### src/rtl/mmcm_drp_pkg.sv
// mmcm_drp_pkg: shared DRP widths, FSM states and table entry type for the MMCM reconfig controller
package mmcm_drp_pkg;
  localparam int DRP_AW = 7;
  localparam int DRP_DW = 16;
  typedef enum logic [3:0] {
    IDLE, HOLD_RST, RD, WAIT_RD, WR, WAIT_WR, RELEASE, WAIT_LOCK, DONE
  } drp_state_e;
  typedef struct packed {
    logic [DRP_AW-1:0] addr;
    logic [DRP_DW-1:0] mask;
    logic [DRP_DW-1:0] data;
  } drp_entry_t;
endpackage

### src/rtl/mmcm_drp_table.sv
// mmcm_drp_table: NUM_ENTRIES x drp_entry_t register file, one write port, one async read port, sync clear
module mmcm_drp_table import mmcm_drp_pkg::*; #(
  parameter int NUM_ENTRIES = 8,
  localparam int IW = $clog2(NUM_ENTRIES)
) (
  input  logic          sysClk_i,
  input  logic          sysRst_i,
  input  logic          we,
  input  logic [IW-1:0] widx,
  input  drp_entry_t    wentry,
  input  logic [IW-1:0] ridx,
  output drp_entry_t    rentry
);
  drp_entry_t mem [NUM_ENTRIES];
  always_ff @(posedge sysClk_i)
    if (sysRst_i) for (int i = 0; i < NUM_ENTRIES; i++) mem[i] <= '0;
    else if (we) mem[widx] <= wentry;
  assign rentry = mem[ridx];
endmodule

### src/rtl/mmcm_drp_reconfig_ctrl.sv
// mmcm_drp_reconfig_ctrl: holds MMCM in reset, read-modify-writes a DRP table, waits for stable lock; MMCM_DRP_TIMEOUT_EN adds a wait-state watchdog
module mmcm_drp_reconfig_ctrl import mmcm_drp_pkg::*; #(
  parameter int NUM_ENTRIES = 8,
  parameter int LOCK_STABLE = 64,
  parameter int RST_HOLD    = 4,
  parameter int TIMEOUT_CYC = 4096,
  localparam int IW = $clog2(NUM_ENTRIES)
) (
  input  logic              sysClk_i,
  input  logic              sysRst_i,
  input  logic              tblWe_i,
  input  logic [IW-1:0]     tblIdx_i,
  input  logic [DRP_AW-1:0] tblAddr_i,
  input  logic [DRP_DW-1:0] tblMask_i,
  input  logic [DRP_DW-1:0] tblData_i,
  input  logic [IW:0]       numEntries_i,
  input  logic              start_i,
  output logic              busy_o,
  output logic              done_o,
  output logic              err_o,
  output logic [DRP_AW-1:0] drpDaddr_o,
  output logic              drpDen_o,
  output logic              drpDwe_o,
  output logic [DRP_DW-1:0] drpDi_o,
  input  logic [DRP_DW-1:0] drpDo_i,
  input  logic              drpDrdy_i,
  output logic              mmcmRst_o,
  input  logic              mmcmLocked_i
);
  localparam int CW = $clog2(LOCK_STABLE + RST_HOLD + 1);
  localparam logic [IW:0] NMAX = (IW+1)'(NUM_ENTRIES);
  drp_state_e state, state_d;
  logic [CW-1:0] cnt, cnt_d;
  logic [IW:0] idx, n, n_in;
  logic [DRP_DW-1:0] do_q;
  logic [1:0] lk_s;
  logic lk, timeout;
  drp_entry_t ent, wentry;
  assign wentry = '{addr: tblAddr_i, mask: tblMask_i, data: tblData_i};
  mmcm_drp_table #(.NUM_ENTRIES(NUM_ENTRIES)) u_table (
    .sysClk_i(sysClk_i), .sysRst_i(sysRst_i), .we(tblWe_i && !busy_o), .widx(tblIdx_i),
    .wentry(wentry), .ridx(idx[IW-1:0]), .rentry(ent)
  );
  assign lk = lk_s[1];
  assign n_in = numEntries_i > NMAX ? NMAX : numEntries_i;
  assign busy_o = state inside {HOLD_RST, RD, WAIT_RD, WR, WAIT_WR, RELEASE, WAIT_LOCK};
  assign done_o = state == DONE;
  assign mmcmRst_o = state inside {HOLD_RST, RD, WAIT_RD, WR, WAIT_WR};
  assign drpDen_o = state inside {RD, WR};
  assign drpDwe_o = state == WR;
  assign drpDaddr_o = drpDen_o ? ent.addr : '0;
  assign drpDi_o = drpDwe_o ? (do_q & ent.mask) | (ent.data & ~ent.mask) : '0;
`ifdef MMCM_DRP_TIMEOUT_EN
  localparam int WW = $clog2(TIMEOUT_CYC + 1);
  logic [WW-1:0] wd;
  logic err_q, wait_st;
  assign wait_st = state inside {WAIT_RD, WAIT_WR, WAIT_LOCK};
  assign timeout = wait_st && wd == WW'(TIMEOUT_CYC - 1);
  assign err_o = err_q;
  always_ff @(posedge sysClk_i)
    if (sysRst_i) begin
      wd <= '0;
      err_q <= 1'b0;
    end else begin
      wd <= state_d != state ? '0 : wd + WW'(wait_st);
      err_q <= (state == IDLE && start_i) ? 1'b0 : (err_q || timeout);
    end
`else
  assign timeout = 1'b0;
  assign err_o = 1'b0;
`endif
  always_comb begin
    state_d = state;
    cnt_d = cnt + 1'b1;
    case (state)
      IDLE:      state_d = start_i ? (n_in == '0 ? DONE : HOLD_RST) : IDLE;
      HOLD_RST:  state_d = cnt == CW'(RST_HOLD - 1) ? RD : HOLD_RST;
      RD:        state_d = WAIT_RD;
      WAIT_RD:   state_d = drpDrdy_i ? WR : WAIT_RD;
      WR:        state_d = WAIT_WR;
      WAIT_WR:   state_d = drpDrdy_i ? (idx + 1'b1 < n ? RD : RELEASE) : WAIT_WR;
      RELEASE:   state_d = WAIT_LOCK;
      WAIT_LOCK: begin
        cnt_d = lk ? cnt + 1'b1 : '0;
        state_d = lk && cnt == CW'(LOCK_STABLE - 1) ? DONE : WAIT_LOCK;
      end
      default:   state_d = IDLE;
    endcase
    if (timeout) state_d = DONE;
    if (state_d != state) cnt_d = '0;
  end
  always_ff @(posedge sysClk_i)
    if (sysRst_i) begin
      state <= IDLE;
      cnt <= '0;
      idx <= '0;
      n <= '0;
      do_q <= '0;
      lk_s <= '0;
    end else begin
      state <= state_d;
      cnt <= cnt_d;
      lk_s <= {lk_s[0], mmcmLocked_i};
      if (state == IDLE && start_i) begin
        n <= n_in;
        idx <= '0;
      end
      if (state == WAIT_RD && drpDrdy_i) do_q <= drpDo_i;
      if (state == WAIT_WR && drpDrdy_i) idx <= idx + 1'b1;
    end
endmodule

### config.mk
export PLATFORM = sky130hd
export DESIGN_NAME = mmcm_drp_reconfig_ctrl
export DESIGN_NICKNAME = d
export VERILOG_FILES = /design/src/rtl/mmcm_drp_pkg.sv /design/src/rtl/mmcm_drp_table.sv /design/src/rtl/mmcm_drp_reconfig_ctrl.sv
export SDC_FILE = /design/constraint.sdc
export NUM_CORES = 1
export LEC_CHECK = 0
export CAP_MARGIN = 20
export CORE_ASPECT_RATIO = 0.8
export CORE_MARGIN = 1.5
export CORE_UTILIZATION = 55
export CTS_BUF_LIST = sky130_fd_sc_hd__clkbuf_8
export CTS_CLUSTER_DIAMETER = 150
export DETAILED_ROUTE_END_ITERATION = 6
export DONT_BUFFER_PORTS = 1
export GPL_TIMING_DRIVEN = 0
export HOLD_SLACK_MARGIN = 0.15
export PLACE_DENSITY = 0.7
export SYNTH_ARGS = -nofsm -noshare
export SYNTH_HDL_FRONTEND = slang
export SYNTH_SLANG_ARGS = --single-unit
export TNS_END_PERCENT = 50
### constraint.sdc
create_clock -name sysClk_i -period 5.92 [get_ports sysClk_i]
set_clock_uncertainty 0.1 [all_clocks]
set_input_delay 0.296 -clock sysClk_i [delete_from_list [all_inputs] [get_ports sysClk_i]]
set_output_delay 0.296 -clock sysClk_i [all_outputs]
set_load 0.02 [all_outputs]
==> results of run 1 <==
==> metrics by stage <==
step	hold WS, ps	cell area [um2]	setup WS, ps
2_1_floorplan	313.8	16070	3543
3_3_place_gp	327.2	16540	2343
3_5_place_dp	338.4	16710	2497
4_1_cts	169.2	18480	2421
5_1_grt	204.6	18480	2316
6_report	208.7	18480	2407
==> sequential cells by signal, summed over array words and instances, names as in the netlist, named ones only <==
signal       cells
cnt              7
do_q            16
idx              4
lk_s             2
n                4
state            4
u_table.mem    312
==> worst min-delay path: stages <==
cell,delay [ps]
sky130_fd_sc_hd__nor4b_4,40
sky130_fd_sc_hd__clkbuf_2,200
sky130_fd_sc_hd__and2_1,200
==> power groups by stage <==
stage          Clock, W  Sequential [W]  Combinational, W
6_report        0.00190         0.00282          0.000278
5_1_grt         0.00203         0.00283          0.000296
4_1_cts         0.00192         0.00282          0.000275
3_5_place_dp          0         0.00287          0.000213
3_3_place_gp          0         0.00287          0.000193
2_1_floorplan         0         0.00286          0.000129
==> cells by family after synthesis <==
group	Yosys count
simple gates	483
mux	97
xor+xnor	8
compound gates	67
buf+inv	81
other cells	1
fa+ha+maj	5
flops	352
==> area by class of cell <==
cell class	instances	share of cell area [%]
antenna	1	0.01354
buffer	72	2.417
clock buffer	57	4.246
clock inverter	41	1.131
inverter	9	0.1828
multi-input combinational	661	29.35
sequential	352	55.04
tap	370	2.505
timing repair buffer	85	5.119
==> worst paths after layout <==
path / startpoint / end / slack [ps] / depth (start not counted)
max reg2reg: state[3]$_SDFF_PP0_ / u_table.mem[7][19]$_SDFFCE_PN0P_ / 2490 / 6
min: tblIdx_i[1] / u_table.mem[1][9]$_SDFFCE_PN0P_ / 210 / 3
max: state[1]$_SDFF_PP0_ / drpDi_o[14] / 2410 / 7
min reg2reg: lk_s[0]$_SDFF_PP0_ / lk_s[1]$_SDFF_PP0_ / 360 / 1
==> synthesized netlist by cell type, drive strengths merged, types with 5 or more instances <==
cell type | n | area (um2)
nor3b | 5 | 47.54
a21oi | 28 | 140.1
nor4 | 5 | 46.29
clkbuf | 42 | 198.9
nor2b | 8 | 50.05
buf | 28 | 224.0
mux4 | 78 | 1839
nor2 | 49 | 183.9
nor3 | 33 | 191.4
or2 | 10 | 62.56
mux2i | 19 | 190.2
a211oi | 13 | 102.6
and2 | 313 | 1958
inv | 9 | 33.78
dfxtp | 40 | 800.8
ha | 5 | 62.56
nand3 | 5 | 25.02
nand2 | 42 | 157.7
o21ai | 16 | 83.83
edfxtp | 312 | 9369
==> what timing repair did <==
action / 4_1_cts / 5_1_grt
hold buffers: 77 / 0
setup buffers: 0 / 0
hold endpoints to repair: 345 / 0
==> metal layers <==
layer / track usage, % / share of wire [%] / vias up
met1: 39.63 / 41 / 4894
met2: 42.50 / 45 / 469
met4: 12.39 / 4.2 / 0
met3: 8.063 / 10 / 109
met5: 0 / 0 / -
li1: - / - / 4299
==> results.json, run 1 <==
{
  "run_status": "finished with violations",
  "failed_checks": "design-rule violations",
  "io_pins": 97,
  "power.share.sequential_pct": 56.4,
  "dp_hpwl_um": 27420,
  "layout_min_cycle_time_ps": 3513,
  "power-per-cell-area_nw_per_um2": 270.8,
  "synth_xor_area_share_pct": 0.4359,
  "slew_headroom_pct": 23.76,
  "seqCellArea_um2": 10170,
  "critPathCaptureType": "output pin",
  "gp_congestion": 0.8785,
  "drt_pre_antenna_iters": 7,
  "cts_root_buffer": "sky130_fd_sc_hd__clkbuf_8",
  "grt_antenna_before_repair": 0,
  "synth.cell_area_um2": 16070,
  "fin_cells": 1648,
  "area_occupied_by_multi_input_gates_um2": 5423,
  "cts_tree": "built",
  "timing.critical_path.buf_inv": 4,
  "finalMaxSlewViolations": 0,
  "netlist_instances": 1094,
  "drt_iter0_drc": 1006,
  "synth_mux_area_share_pct": 12.63,
  "final_net_count": 1308,
  "critPathLaunchType": "flop",
  "drc": 2,
  "floorplan.rows": 55,
  "ys_warn_count": 0,
  "worst_ir_drop_vdd_v": 0.0001780,
  "yosys_most_used_dff": "sky130_fd_sc_hd__edfxtp_1",
  "mappedNetlistNets": 1167,
  "finalCoreUtilization_pct": 64.86,
  "cts.reportedPaths.clkPinSlew_ps": 70,
  "netSwitchingPower_w": 0.001131,
  "avgSynthCellArea_um2": 14.69,
  "grt_usage_pct": 28.52,
  "dpl.cell_count": 1472,
  "hold_wc_path_type": "in -> reg",
  "yosys.area_share.simple_pct": 17.72,
  "power_frac_clock_pct": 38.0,
  "critPathMaxFanout": 10,
  "final_min_period_over_clock_period_pct": 59.34,
  "number_of_buffers_added_by_the_clock_tree_synthesis_step": 54,
  "synth_cell_types": 52,
  "setup_viol": 0,
  "vias": 9771,
  "layout-drive-gt1-share_pct": 15.35,
  "routed_wire_length_per_instance_um": 25.45,
  "setup_crit_path_kind": "reg -> out",
  "combinational_family_with_the_most_area_after_synthesis": "simple AND/OR/NAND/NOR gates",
  "cts_resized": 0,
  "power.static_leakage_nw": 6.752,
  "routed_wl_um": 41940,
  "die_h_um": 155.9,
  "crit_chain": "buf_2 > or3_1 > clkbuf_2 > inv_2 > buf_4 > o21ai_0 > a211oi_1",
  "p_int_w": 0.003872,
  "max_freq_mhz": 284.7,
  "fillers": 2120,
  "core_area_um2": 28490,
  "synthAdderAreaFrac_pct": 0.3892,
  "total_power_w": 0.005003,
  "max_slew.worst_pin.slew_ps": 1137,
  "clkLatencyLatePin_ps": 590,
  "die_area_um2": 30260,
  "cp_data_arrival_time_ps": 3120,
  "pin_count_of_the_biggest_net_entering_global_routing": 30,
  "part_of_the_total_power_dissipated_in_combinational_logic_pct": 5.6,
  "port-buffer-count": 0,
  "areaGrowthSynthToFinish_pct": 14.96,
  "critPathRequiredTime_ps": 5520,
  "clockBufferDepth": 3,
  "worst_path_dominant_cell_family": "compound AO/OA/AOI/OAI gates",
  "synth_compound_area_share_pct": 2.546,
  "viasPerCell": 5.929,
  "timing.critical_path.slowest_cell_delay_ps": 900,
  "chipWidth_um": 194.1,
  "number_of_register_bits_inferred_by_synthesis": 352,
  "synthArstFlopShare_pct": 0,
  "gr-total-overflow": 0,
  "mostFrequentLayoutCells": "313 x sky130_fd_sc_hd__and2_1, 312 x sky130_fd_sc_hd__edfxtp_1, 77 x sky130_fd_sc_hd__dlygate4sd3_1, 59 x sky130_fd_sc_hd__clkbuf_8, 56 x sky130_fd_sc_hd__mux4_2",
  "netSwitchingFraction_pct": 22.60,
  "detail-route-antenna-nets": 0,
  "h-tree-depth": 2,
  "final-hold-violation-count": 0,
  "grt_first_pass_wirelength_um": 62340,
  "crit_path_top_delay_cell": "sky130_fd_sc_hd__a211oi_1",
  "vias_in_the_first_global_route": 9728,
  "timing.setup.tns_ps": 0,
  "floorplan.initialDensity_pct": 56.42,
  "commonest_non_fill_non_tap_cell_in_the_layout": "sky130_fd_sc_hd__and2_1",
  "synth_enable_flop_cells": 312,
  "rsz0062_at_grt": "false",
  "synth_seq_area_share_pct": 63.27,
  "cap_viol_max_count": 0,
  "clock_sinks": 352
}
Note: power is estimated with default switching activity, not from simulation.
==> run 2: changes to the inputs <==
Settings changed: ABC_AREA set to 1, PLACE_DENSITY 0.7 to 0.73.
Clock period 5.92 ns to 2.9 ns, I/O delays scaled along.
==> run 2 against run 1 <==
Against the previous run:
- the run now ends clean
- worst hold slack better by 10 ps
- non-clock buffer count grew 56
- synthesized cell count is 48% higher
- die area shrank 2.6%
- critical path depth grew 2
- clock-buffer cell count unchanged
- critical endpoint is now drpDi_o[13]
==> results.json, run 2 <==
{
  "reg2reg_slack_ps": 80,
  "synthArstFlopShare_pct": 0,
  "grt_antenna_before_repair": 0,
  "clock_sinks": 352,
  "yosys.area_share.simple_pct": 18.37,
  "final-hold-violation-count": 0,
  "power_frac_clock_pct": 37.5,
  "synth_xor_area_share_pct": 0.1679,
  "power.share.sequential_pct": 56.4,
  "setup_crit_path_kind": "reg -> out",
  "max_freq_mhz": 352.6,
  "avgSynthCellArea_um2": 9.666,
  "area_share_of_the_largest_cell_type_after_synthesis_pct": 59.87,
  "chipWidth_um": 191.6,
  "critPathCaptureType": "output pin",
  "synth_most_common_cell": "sky130_fd_sc_hd__nor2_1",
  "yosys_most_used_dff": "sky130_fd_sc_hd__edfxtp_1",
  "areaGrowthSynthToFinish_pct": 19.16,
  "critPathMaxFanout": 10,
  "port-buffer-count": 0,
  "die_area_um2": 29480,
  "gr-total-overflow": 0,
  "number_of_buffers_added_by_the_clock_tree_synthesis_step": 54,
  "final.setup.worst_slack_ps": 63.68,
  "place_worst_setup_slack_ps": 108.4,
  "max_flop_register": "u_table.mem",
  "part_of_the_total_power_dissipated_in_combinational_logic_pct": 6.1,
  "grt_first_pass_wirelength_um": 71030,
  "flip_flop_count_of_the_largest_register_after_layout": 312,
  "viasPerCell": 5.874,
  "max_slew.worst_pin.slew_ps": 1018,
  "final_net_count": 1861,
  "commonest_non_fill_non_tap_cell_in_the_layout": "sky130_fd_sc_hd__nor2_1",
  "synth.cell_area_um2": 15650,
  "netSwitchingFraction_pct": 23.79,
  "fillers": 2129,
  "routed_wire_length_per_instance_um": 21.64,
  "detailed_place.area_um2": 16300,
  "io_pins": 97,
  "run_status": "complete, no violations",
  "vias_in_the_first_global_route": 12330,
  "synth_compound_area_share_pct": 10.91,
  "dpl.cell_count": 1997,
  "synthAdderAreaFrac_pct": 0.3997,
  "clockBufferDepth": 3,
  "core_area_um2": 28150,
  "worstReg2RegStart": "state[1]$_SDFF_PP0_",
  "layout-drive-gt1-share_pct": 12.16,
  "power-per-cell-area_nw_per_um2": 549.3,
  "finished_layout_cell_area_um2": 18650,
  "fin_cells": 2195,
  "rsz0062_at_grt": "true",
  "synth_enable_flop_cells": 312,
  "detail-route-antenna-nets": 0,
  "cts_tree": "built",
  "cts_root_buffer": "sky130_fd_sc_hd__clkbuf_8",
  "clkLatencyLatePin_ps": 600,
  "final_min_period_over_clock_period_pct": 97.80,
  "synth.top_cells.by_count": "562 x sky130_fd_sc_hd__nor2_1, 312 x sky130_fd_sc_hd__edfxtp_1, 199 x sky130_fd_sc_hd__o21ai_0",
  "gp_congestion": 0.9114,
  "ys_warn_count": 0,
  "synth_mux_area_share_pct": 0,
  "floorplan.initialDensity_pct": 55.60,
  "drt_pre_antenna_iters": 7,
  "dp_hpwl_um": 30310,
  "drt_iter0_drc": 1793,
  "grt_usage_pct": 32.47,
  "floorplan.rows": 55,
  "crit_path_top_delay_cell": "sky130_fd_sc_hd__dfxtp_2",
  "area_occupied_by_multi_input_gates_um2": 4935,
  "num_antenna_cells": 0,
  "h-tree-depth": 2,
  "critPathRequiredTime_ps": 2650,
  "netlist_instances": 1619,
  "cts.reportedPaths.clkPinSlew_ps": 60,
  "critPathMostFrequentCell": "sky130_fd_sc_hd__nand2_1",
  "seqCellArea_um2": 10170,
  "timing.critical_path.slowest_cell_delay_ps": 430,
  "yosysTopAreaCell": "sky130_fd_sc_hd__edfxtp_1",
  "worst_ir_drop_vdd_v": 0.0003736,
  "hold_start": "tblIdx_i[2]",
  "combinational_family_with_the_most_area_after_synthesis": "simple AND/OR/NAND/NOR gates",
  "setup_viol": 0,
  "netSwitchingPower_w": 0.002437,
  "cp_data_arrival_time_ps": 2590,
  "power.static_leakage_nw": 7.534,
  "finalMaxSlewViolations": 0,
  "critPathLaunchType": "flop",
  "crit_chain": "buf_4 > buf_6 > buf_2 > nor2_1 > o22ai_1 > nand2_1 > nand2_1 > o21ai_1 > nor2_4",
  "vias": 12890,
  "synth_cell_types": 36,
  "synth_seq_area_share_pct": 64.98,
  "ys_top_cells_by_area": "sky130_fd_sc_hd__edfxtp_1 60%, sky130_fd_sc_hd__nor2_1 13%, sky130_fd_sc_hd__o21ai_0 6.4%",
  "drc": 0,
  "slew_headroom_pct": 32.13,
  "layout_min_cycle_time_ps": 2836,
  "number_of_register_bits_inferred_by_synthesis": 352,
  "cap_viol_max_count": 0,
  "mappedNetlistNets": 1692,
  "p_int_w": 0.007807,
  "reg_top3": "u_table.mem: 312 flops, do_q: 16 flops, cnt: 7 flops",
  "die_h_um": 153.9,
  "pin_count_of_the_biggest_net_entering_global_routing": 35,
  "mostFrequentLayoutCells": "545 x sky130_fd_sc_hd__nor2_1, 312 x sky130_fd_sc_hd__edfxtp_1, 183 x sky130_fd_sc_hd__o21ai_0, 137 x sky130_fd_sc_hd__nand2_1, 104 x sky130_fd_sc_hd__dlygate4sd3_1",
  "routed_wl_um": 47500,
  "hold_wc_path_type": "in -> reg"
}
run 2: changes by cell type in the layout (fill, tap and decap cells not counted), sizes merged, moves of 39 or more:
cell / change
o22ai: +39
and2: -312
nor2: +519
mux4: -78
inv: +77
nand2: +108
o21ai: +215
run 2: cells by family (layout without fill, tap and decap cells):
group                    after synthesis  after routing
other                                  1              1
buffers and inverters                189            395
adder cells (fa/ha/maj)                5              5
flip-flops                           352            352
AO/OA/AOI/OAI                        324            324
XOR/XNOR                               3              3
AND/OR/NAND/NOR                      745            745
run 2: worst max-delay path: cells and delay by family (launching register included):
kind	cells	cell delay [ps]
AOI/OAI and AO/OA	2	250
buffers and inverters	3	730
and+or+nand+nor	4	570
DFF	1	430
run 2: power groups by stage:
stage	logic, W	clock network, W	registers, W
2_1_floorplan	0.000302	0	0.00587
3_3_place_gp	0.000450	0	0.00589
3_5_place_dp	0.000495	0	0.00589
4_1_cts	0.000600	0.00383	0.00578
5_1_grt	0.000673	0.00404	0.00580
6_report	0.000624	0.00384	0.00578
run 2: path summary, 6_finish.rpt:
path,to,cells after the start
setup / recovery,drpDi_o[13],9
hold / removal,u_table.mem[6][23]$_SDFFCE_PN0P_,5
setup reg to reg,u_table.mem[4][18]$_SDFFCE_PN0P_,10
hold reg to reg,lk_s[1]$_SDFF_PP0_,2
run 2: timing repair:
| item | in CTS | in global routing |
|---|---|---|
| hold buffers | 104 | 0 |
| setup buffers | 0 | 2 |
| pin swaps | 2 | 5 |
| hold endpoints to repair | 352 | 0 |
| endpoints found under the setup margin | 23 | 87 |
| gates resized for setup | 66 | 71 |
run 2: area by class of cell:
cell class | count | share of cell area (%)
well taps | 370 | 2.483
repair buffers | 114 | 6.562
inverters | 89 | 1.812
multi-input cells | 1078 | 26.46
clock buffers | 57 | 4.207
plain buffers | 99 | 2.979
clock inverters | 36 | 0.9461
flip-flops and latches | 352 | 54.55
run 2: routing by layer:
layer  vias to the layer above  wire, um  track usage (%)
li1                       5792         -                -
met1                      6082     18060            43.82
met2                       880     21350            50.07
met3                       140      6355            9.678
met4                         0      1739            11.61
met5                         -         0                0
run 2: through the flow:
stage	utilization (%)	hold slack, ps	setup TNS [ps]	power, W
CTS	65.74	150.1	0	0.01021
floorplan	-	152.0	0	0.006175
finish	66.25	218.9	0	0.01024
global placement	57.25	165.1	-259320	0.006342
detailed placement	57.92	157.1	0	0.006380
global route	66.25	215.1	-113.7	0.01051
